===== src/rtl/dmem_pkg.sv =====
// rtl/dmem_pkg.sv - shared encodings and helpers for the byte-lane data-memory unit
// Contents: access-size encodings, FSM state type, clog2 and lane-count legality helpers.
package dmem_pkg;

  // Access size as log2(bytes).
  localparam logic [1:0] SZ_B = 2'd0;
  localparam logic [1:0] SZ_H = 2'd1;
  localparam logic [1:0] SZ_W = 2'd2;
  localparam logic [1:0] SZ_D = 2'd3;

  typedef enum logic [1:0] {
    ST_IDLE  = 2'd0,
    ST_ISSUE = 2'd1,
    ST_WAIT  = 2'd2,
    ST_RESP  = 2'd3
  } state_t;

  function automatic int clog2(input int value);
    int r;
    int v;
    r = 0;
    v = value - 1;
    while (v > 0) begin
      r = r + 1;
      v = v >> 1;
    end
    return r;
  endfunction

  function automatic bit lanes_ok(input int lanes);
    return (lanes == 4) || (lanes == 8);
  endfunction

endpackage


===== src/rtl/dmem_lane_rotator.sv =====
// rtl/dmem_lane_rotator.sv - combinational byte-lane rotate/mask (stores) and un-rotate/extend (loads)
// Ports: off/size/is_unsigned - access offset, clamped log2 size, zero-extend select
//        wdata -> wdata_rot, lane_mask : store data placed on lanes, lanes touched
//        rdata -> rdata_ext            : lane bytes gathered LSB-first and extended
module dmem_lane_rotator import dmem_pkg::*; #(
  parameter int LANES = 4
) (
  input  logic [clog2(LANES)-1:0] off,
  input  logic [1:0]              size,
  input  logic                    is_unsigned,
  input  logic [8*LANES-1:0]      wdata,
  input  logic [8*LANES-1:0]      rdata,
  output logic [LANES-1:0]        lane_mask,
  output logic [8*LANES-1:0]      wdata_rot,
  output logic [8*LANES-1:0]      rdata_ext
);

  localparam int LG = clog2(LANES);

  int              nbytes;
  logic [LG-1:0]   lane;
  logic            fill;

  always_comb begin
    nbytes    = 1 << size;
    lane_mask = '0;
    wdata_rot = '0;
    rdata_ext = '0;
    lane      = '0;
    fill      = 1'b0;
    // Access byte k lives on lane (off+k); the LG-bit add wraps modulo LANES.
    for (int k = 0; k < LANES; k++) begin
      lane = off + LG'(k);
      if (k < nbytes) begin
        lane_mask[lane]         = 1'b1;
        wdata_rot[lane*8 +: 8]  = wdata[k*8 +: 8];
        rdata_ext[k*8 +: 8]     = rdata[lane*8 +: 8];
      end
    end
    // Full-width accesses never reach the fill loop, so is_unsigned is moot there.
    fill = !is_unsigned && rdata_ext[nbytes*8-1];
    for (int k = 0; k < LANES; k++) begin
      if (k >= nbytes) begin
        rdata_ext[k*8 +: 8] = {8{fill}};
      end
    end
  end

endmodule


===== src/rtl/dmem_lane_unit.sv =====
// rtl/dmem_lane_unit.sv - byte-lane data-memory access unit between load/store stage and LANES byte banks
// Ports: clk, rst (sync, active-high)
//        req_valid/req_ready/req_we/req_addr/req_size/req_unsigned/req_wdata : request
//        rsp_valid/rsp_rdata : one-cycle response pulse, held load data
//        bank_en/bank_we/bank_addr/bank_wdata/bank_rdata : per-lane bank interface
module dmem_lane_unit import dmem_pkg::*; #(
  parameter int LANES   = 4,
  parameter int ADDR_W  = 32,
  parameter int BANK_AW = 10,
  parameter int MEM_LAT = 1
) (
  input  logic                     clk,
  input  logic                     rst,
  input  logic                     req_valid,
  output logic                     req_ready,
  input  logic                     req_we,
  input  logic [ADDR_W-1:0]        req_addr,
  input  logic [1:0]               req_size,
  input  logic                     req_unsigned,
  input  logic [8*LANES-1:0]       req_wdata,
  output logic                     rsp_valid,
  output logic [8*LANES-1:0]       rsp_rdata,
  output logic [LANES-1:0]         bank_en,
  output logic [LANES-1:0]         bank_we,
  output logic [LANES*BANK_AW-1:0] bank_addr,
  output logic [8*LANES-1:0]       bank_wdata,
  input  logic [8*LANES-1:0]       bank_rdata
);

  localparam int         DW     = 8 * LANES;
  localparam int         LG     = clog2(LANES);
  localparam int         CW     = clog2(MEM_LAT + 1);
  localparam logic [1:0] SZ_MAX = (LANES == 8) ? SZ_D : SZ_W;

  generate
    if (!lanes_ok(LANES)) begin : g_lanes_check
      $error("dmem_lane_unit: LANES must be 4 or 8");
    end
  endgenerate

  state_t               state, state_n;
  logic                 accept, capture;
  logic                 we_q, uns_q;
  logic [LG-1:0]        off_q;
  logic [1:0]           size_q;
  logic [CW-1:0]        cnt;

  logic [LG-1:0]        req_off, rot_off;
  logic [BANK_AW-1:0]   base_row;
  logic [1:0]           req_size_c, rot_size;
  logic [LANES-1:0]     lane_mask;
  logic [DW-1:0]        wdata_rot, rdata_ext;
  logic [LANES*BANK_AW-1:0] rows;
  logic                 unused_addr;

  assign req_off     = req_addr[LG-1:0];
  assign base_row    = req_addr[LG +: BANK_AW];
  assign req_size_c  = (req_size > SZ_MAX) ? SZ_MAX : req_size;
  assign unused_addr = ^req_addr[ADDR_W-1:LG+BANK_AW];

  // Store geometry is needed while IDLE (registered into the bank outputs on
  // accept); load extension is needed only in WAIT from the registered request.
  assign rot_off  = (state == ST_IDLE) ? req_off : off_q;
  assign rot_size = (state == ST_IDLE) ? req_size_c : size_q;

  dmem_lane_rotator #(.LANES(LANES)) u_rot (
    .off         (rot_off),
    .size        (rot_size),
    .is_unsigned (uns_q),
    .wdata       (req_wdata),
    .rdata       (bank_rdata),
    .lane_mask   (lane_mask),
    .wdata_rot   (wdata_rot),
    .rdata_ext   (rdata_ext)
  );

  // Lanes below the offset hold the bytes that spilled past the end of the
  // base row, so they address the next row (wrapping silently at the top).
  always_comb begin
    rows = '0;
    for (int j = 0; j < LANES; j++) begin
      if (lane_mask[j]) begin
        rows[j*BANK_AW +: BANK_AW] = base_row + {{(BANK_AW-1){1'b0}}, (LG'(j) < req_off)};
      end
    end
  end

  always_ff @(posedge clk) begin
    if (rst) state <= ST_IDLE;
    else     state <= state_n;
  end

  always_comb begin
    state_n   = state;
    req_ready = 1'b0;
    rsp_valid = 1'b0;
    accept    = 1'b0;
    capture   = 1'b0;
    case (state)
      ST_IDLE: begin
        req_ready = 1'b1;
        if (req_valid) begin
          accept  = 1'b1;
          state_n = ST_ISSUE;
        end
      end
      ST_ISSUE: state_n = we_q ? ST_RESP : ST_WAIT;
      ST_WAIT: begin
        if (cnt == '0) begin
          capture = 1'b1;
          state_n = ST_RESP;
        end
      end
      ST_RESP: begin
        rsp_valid = 1'b1;
        state_n   = ST_IDLE;
      end
      default: state_n = ST_IDLE;
    endcase
  end

  always_ff @(posedge clk) begin
    if (rst) begin
      we_q       <= 1'b0;
      uns_q      <= 1'b0;
      off_q      <= '0;
      size_q     <= '0;
      cnt        <= '0;
      rsp_rdata  <= '0;
      bank_en    <= '0;
      bank_we    <= '0;
      bank_addr  <= '0;
      bank_wdata <= '0;
    end else begin
      // Bank outputs are a one-cycle pulse: set on accept, cleared otherwise.
      bank_en    <= '0;
      bank_we    <= '0;
      bank_addr  <= '0;
      bank_wdata <= '0;
      if (accept) begin
        we_q       <= req_we;
        uns_q      <= req_unsigned;
        off_q      <= req_off;
        size_q     <= req_size_c;
        bank_en    <= lane_mask;
        bank_we    <= req_we ? lane_mask : '0;
        bank_addr  <= rows;
        bank_wdata <= req_we ? wdata_rot : '0;
      end
      if (state == ST_ISSUE) begin
        cnt <= CW'(MEM_LAT - 1);
        if (we_q) rsp_rdata <= '0;
      end
      if (state == ST_WAIT && cnt != '0) cnt <= cnt - 1'b1;
      if (capture) rsp_rdata <= rdata_ext;
    end
  end

endmodule


===== config.mk =====
export PLATFORM = sky130hd
export DESIGN_NAME = dmem_lane_unit
export DESIGN_NICKNAME = d
export VERILOG_FILES = /design/src/rtl/dmem_pkg.sv /design/src/rtl/dmem_lane_rotator.sv /design/src/rtl/dmem_lane_unit.sv
export SDC_FILE = /design/constraint.sdc
export NUM_CORES = 1
export LEC_CHECK = 0
export ABC_AREA = 1
export CAP_MARGIN = 40
export CORE_AREA = 2 2 129 131
export CTS_CLUSTER_DIAMETER = 50
export DETAILED_ROUTE_END_ITERATION = 7
export DIE_AREA = 0 0 131 133
export PLACE_DENSITY_LB_ADDON = 0.1
export SLEW_MARGIN = 5
export SYNTH_ARGS = -nofsm -noshare
export SYNTH_HDL_FRONTEND = slang
export SYNTH_SLANG_ARGS = --single-unit

===== constraint.sdc =====
create_clock -name clk -period 3 [get_ports clk]
set_clock_uncertainty 0.05 [all_clocks]
set_input_delay 0.45 -clock clk [delete_from_list [all_inputs] [get_ports clk]]
set_output_delay 0.45 -clock clk [all_outputs]
set_load 0.01 [all_outputs]

Word level (Yosys, flattened, before mapping). Cells that the tools add are included. Widths: inputs -> output; s select.

Flip-flop bits (word level): 121. Word-level logic and storage cells: 144.

Add/sub/neg operators: 13. Order comparisons: 22. Equality and inequality tests: 5. Shifts and indexed selects: 13. Muxes and demuxes: 48. Bitwise gates (word level): 10. Reduce and logical (&&, ||, !) cells: 19.

Operators by type and width (count): $mux 32 (7); $neg 5->34 (4); $shift 8x34->32 const A (4); $shiftx 8x34->32 (4); $shiftx 32x6->8 (4); $bwmux 32 (3); $ge 3x32->1 const A (2); $lt 3x32->1 const A (2); $mux 8 (8); $add 10x1->10 (4); $and 32x32->32 (1); $ge 1x32->1 const A (1); $ge 2x32->1 const A (1); $lt 1x32->1 const A (1); $lt 2x32->1 const A (1); $lt 32x7->1 const B (1); $shl 1x2->32 const A (1); $sub 32x2->32 const B (1); $mux 4 (4); $mux 1 (15); $reduce_or 3->1 (5); $lt 2x3->1 const B (4); $or 4x4->4 (3); $mux 2 (5); other kinds (20) (44).

Depth between registers and ports, before layout.
Depth after elaboration: 15. Gate-level depth with buffers: 18.

Modules after synthesis. Synthesis repeated with hierarchy kept, for this count alone.

Cells, all modules: 1070. Area total of the unflattened synthesis: 7026.7 um^2.

Modules (own cells, without submodules): dmem_lane_unit (times used 1, cells an instance 515, area an instance 4192.8 um^2); dmem_lane_rotator (times used 1, cells an instance 555, area an instance 2834.0 um^2).

Worst setup path after synthesis. OpenSTA, ideal clock, no wires.

Path type: reg-to-reg. From: register state[0]. To: register rsp_rdata[19]. Setup time: 0.124 ns. Arrival time: 1.955 ns. Slack: 0.871 ns. Cell stages (with the launch flop): 15. Buffers on the path: 2. Cell sequence: dfxtp_1 > inv_1 > ha_1 > buf_6 > o21ai_2 > inv_2 > nor2_4 > nand3_1 > nand2_1 > nand2_1 > nand3_2 > nand2_4 > buf_8 > nand2_1 > a21oi_2.

Longest elaborated chain between the ends: 11. Elaborated cells between the ends (all ways): 33. Classes of those cells: 4 x add/sub; 5 x order compare; 2 x eq/ne; 5 x shift; 12 x mux; 5 x reduce/logical.

Ends and longest elaborated chain: from (decl) (line dmem_lane_unit.sv:41) `state_t state, state_n;`; from (signal assigned) (line dmem_lane_unit.sv:90) `else state <= state_n;`; $logic_not 2->1 (line dmem_lane_unit.sv:63, dmem_lane_unit.sv:64); $mux 2 (on tied branches) (line dmem_lane_unit.sv:64, dmem_lane_unit.sv:63); $shl 1x2->32 (tied with other cells) (line dmem_lane_rotator.sv:25) `nbytes = 1 << size;`; $lt 1x32->1 (tied with other cells) (line dmem_lane_rotator.sv:34) `if (k < nbytes) begin`; $mux 8 (line dmem_lane_rotator.sv:34); $bmux 1 s5 (line dmem_lane_rotator.sv:41) `fill = !is_unsigned && rdata_ext[nbytes*8-1];`; $mux 1 (not written as such) (2 in series) (line dmem_lane_rotator.sv:41); $logic_and 1x1->1 (line dmem_lane_rotator.sv:41); $mux 8 (line dmem_lane_rotator.sv:43) `if (k >= nbytes) begin`; $mux 32 (line dmem_lane_unit.sv:155) `if (capture) rsp_rdata <= rdata_ext;`; to (signal assigned) (line dmem_lane_unit.sv:155); to (decl) (line dmem_lane_unit.sv:22) `output logic [8*LANES-1:0] rsp_rdata,`.

Parallel ways exist; a longest one is shown, timed or not. The select of a mux whose other input is x is not followed. A chain may end at the register's enable or synchronous reset.

Worst setup path in the final report.
From: register state[1]. To: register rsp_rdata[26].

Same word-level chain as after synthesis.

==> run_results.csv <==
group,metric,value,unit
placed_design,dpl.hpwl,14.3,mm
die,die_w,131,um
cts,cts_tree,"built",
cts,cts.repair.resized,0,
logic_synthesis,yosys_warnings,0,
logic_synthesis,yosysMostFrequentCell,"nand2_1",
logic_synthesis,syn_area,5970,um2
placed_design,io_buffer_count,196,
cts,numCtsBuffers,17,
timing,holdWs,409,ps
final_layout,num-fill-cells,1619,
hold_path,holdCritPathClass,"register to register",
logic_synthesis,synth_edf_count,0,
cts,path_clk_slew,60,ps
setup_path,rrSetupSlack,400,ps
setup_path,cp_data_required_time,3300,ps
setup_path,crit_family,"simple AND/OR/NAND/NOR gates",
global_routing,grt_pass1_vias,5722,
logic_synthesis,ys.flop_type,"dfxtp_1",
power,pwr_density_cell,952,nW/um2
die,core,16200,um2
global_routing,grt_pass1_wl,30.3,mm
final_layout,fin_area,8800,um2
cts,clk_latency,410,ps
hold_path,min_path_cells,2,
setup_path,timing.critical_path.arrival,2900,ps
run_status,status,"finished clean",
job,max_cap_violations,0,
cts,postCtsSetupBuffers,0,
logic_synthesis,syn_nets,963,
setup_path,r2r_cells,13,
setup_path,r2r_start,"state[1]",
setup_path,cp_slowest_cell,"ha_1",
routing,drtIter0Drc,463,
timing,setup_viol_count_final,0,
power,p_leak,0.00357,uW
routing,drt-total-wl,19.2,mm
final_layout,layout-drive-gt1-share,0.0865,
timing,finalCriticalPeriod,2600,ps
routing,wl_met2,8.58,mm
routing,drtPass1Iterations,5,
timing,timing.fmax,0.384,GHz
hold_path,min_to,"cnt",
routing,dr_wl_met3,1.39,mm
timing,drv_slew,0,
power,vdd.ir_drop.worst,0.551,mV
setup_path,r2r_end,"rsp_rdata[26]",
global_routing,overflow,0,
logic_synthesis,yosysTopAreaCell,"dfxtp_1",
cts,cts_sinks,121,
logic_synthesis,ys_seq_elements,121,
routing,drc,0,
global_routing,grt_max_degree,43,
routing,met1Wirelength,9.00,mm
cts,htreeDepth,4,
logic_synthesis,syn-mean-instance-area,7.03,um2
routing,num_vias,6203,
logic_synthesis,synth_top_area_frac,0.406,
timing,hold_violations,0,
logic_synthesis,synth_cell_types,40,
timing,period_share,0.868,
die,ios,217,
cts,cts_root_buffer,"clkbuf_16",
hold_path,hp-start,"cnt",
routing,highest_layer,"met4",
timing,tns,0,ps
setup_path,critPathLaunch,"state[1]",
routing,routedWlPerCell,15.0,um
logic_synthesis,synthCells,850,
routing,viasPerCell,4.83,
placed_design,dpl-instance-area,8210,um2
cts,cts_hold_buffers,0,
die,initial_core_util,0.369,
die,die_y,133,um
routing,ant_nets,0,
final_layout,multi_input_area,3000,um2
final_layout,final-seq-area,2420,um2
setup_path,critPathMaxFanout,42,
final_layout,final_util,0.544,
setup_path,critPathCaptureType,"register",
setup_path,critPathMostFrequentCell,"nand2_1",
final_layout,area_growth,47.4,%
setup_path,critPathBufInv,3,
die,rows,47,
logic_synthesis,async_reset_ff_frac,0,
setup_path,start_kind,"register",
setup_path,cpPeakStageDelay,480,ps
final_layout,nNetsFinal,1163,
global_routing,grtUsageTotal,0.224,
cts,clk_path_buf_depth,2,
timing,tightestPinTransition,663,ps
logic_synthesis,synth.top_cells.by_area,"dfxtp_1 (41%), nand2_1 (15%), a21oi_1 (5.4%)",
global_routing,grt_antenna_before_repair,0,
placed_design,gp_congestion,0.925,
die,die_area,17400,um2
final_layout,diodes,0,
setup_path,crit_chain,"inv_1 -> ha_1 -> nand2_1 -> nand2_4 -> buf_4 -> nand2_1 -> o21ai_0 -> nand2_1 -> nand3_1 -> nand2_1 -> clkinv_1 -> nand2_1 -> a21oi_2",
timing,relSlewSlack,0.556,
logic_synthesis,ys_top_cells_by_count,"nand2_1 (238), dfxtp_1 (121), inv_1 (82), a21oi_1 (65), nor2_1 (62)",
logic_synthesis,synth-seq-area-share,0.406,
timing,grt_setup_unrepaired,"false",
setup_path,worstSetupPathType,"register to register",
[how the worst max path moves through the flow]
stage	depth (start not counted)	end
floorplan	14	rsp_rdata[19]
global placement	8	bank_wdata[27]
detailed placement	14	rsp_rdata[8]
CTS	8	bank_addr[2]
global route	11	rsp_rdata[17]
finish	13	rsp_rdata[26]
[power breakdown]
group | switching [uW] | internal [uW]
combinational | 2650 | 1620
sequential | 139 | 1920
clock | 778 | 1270
[cells in the final DEF (no fill, tap or decap), drive strengths merged, types with 3 or more instances in the layout]
cell	count
nor2	66
o211ai	7
dfxtp	121
nand2	253
buf	23
xor2	15
clkinv	12
nor3b	5
o221ai	3
a21oi	74
clkbuf	20
clkinvlp	4
ha	10
nor3	21
a22oi	5
a211oi	10
clkdlybuf4s50	196
o21ai	54
a31oi	17
o22ai	15
inv	89
nand3	37
[per-stage QoR]
stage,power [uW],setup WS [ps],std cells
global placement,6350,294,1250
floorplan,4800,871,850
finish,8390,396,1283
global route,9010,73.4,1283
CTS,8440,389,1283
detailed placement,6360,366,1251
[final cells by class]
type	count	area share
Inverter	95	0.0411
Timing Repair Buffer	219	0.245
Multi-Input combinational cell	596	0.340
Sequential cell	121	0.275
Clock inverter	12	0.0158
Clock buffer	20	0.0519
Tap cell	220	0.0313
[kinds of logic (layout without fill, tap and decap cells)]
group / count (synthesis) / after routing / share of synthesized area
buf+inv: 133 / 346 / 0.0934
fa+ha+maj: 10 / 10 / 0.0209
simple gates: 382 / 382 / 0.272
compound gates: 189 / 189 / 0.186
flops: 121 / 121 / 0.406
xor+xnor: 15 / 15 / 0.0220
[routing by layer]
metal,track usage,vias to the layer above
met2,0.323,208
met1,0.325,2798
met4,0.0804,0
met3,0.0514,17
met5,0,-
li1,-,3180
[worst min-delay path, stage by stage (launching register included)]
cell     delay, ps
dfxtp_1        320
nand2_1         60
nor3_1          40
[state kept, by name, summed over array words and instances (netlist names), 2 cells and up]
| signal | count |
|---|---|
| bank_addr | 40 |
| bank_en | 4 |
| bank_wdata | 32 |
| bank_we | 4 |
| off_q | 2 |
| rsp_rdata | 32 |
| size_q | 2 |
| state | 2 |
No activity file was read; power rests on OpenSTA's default activity.
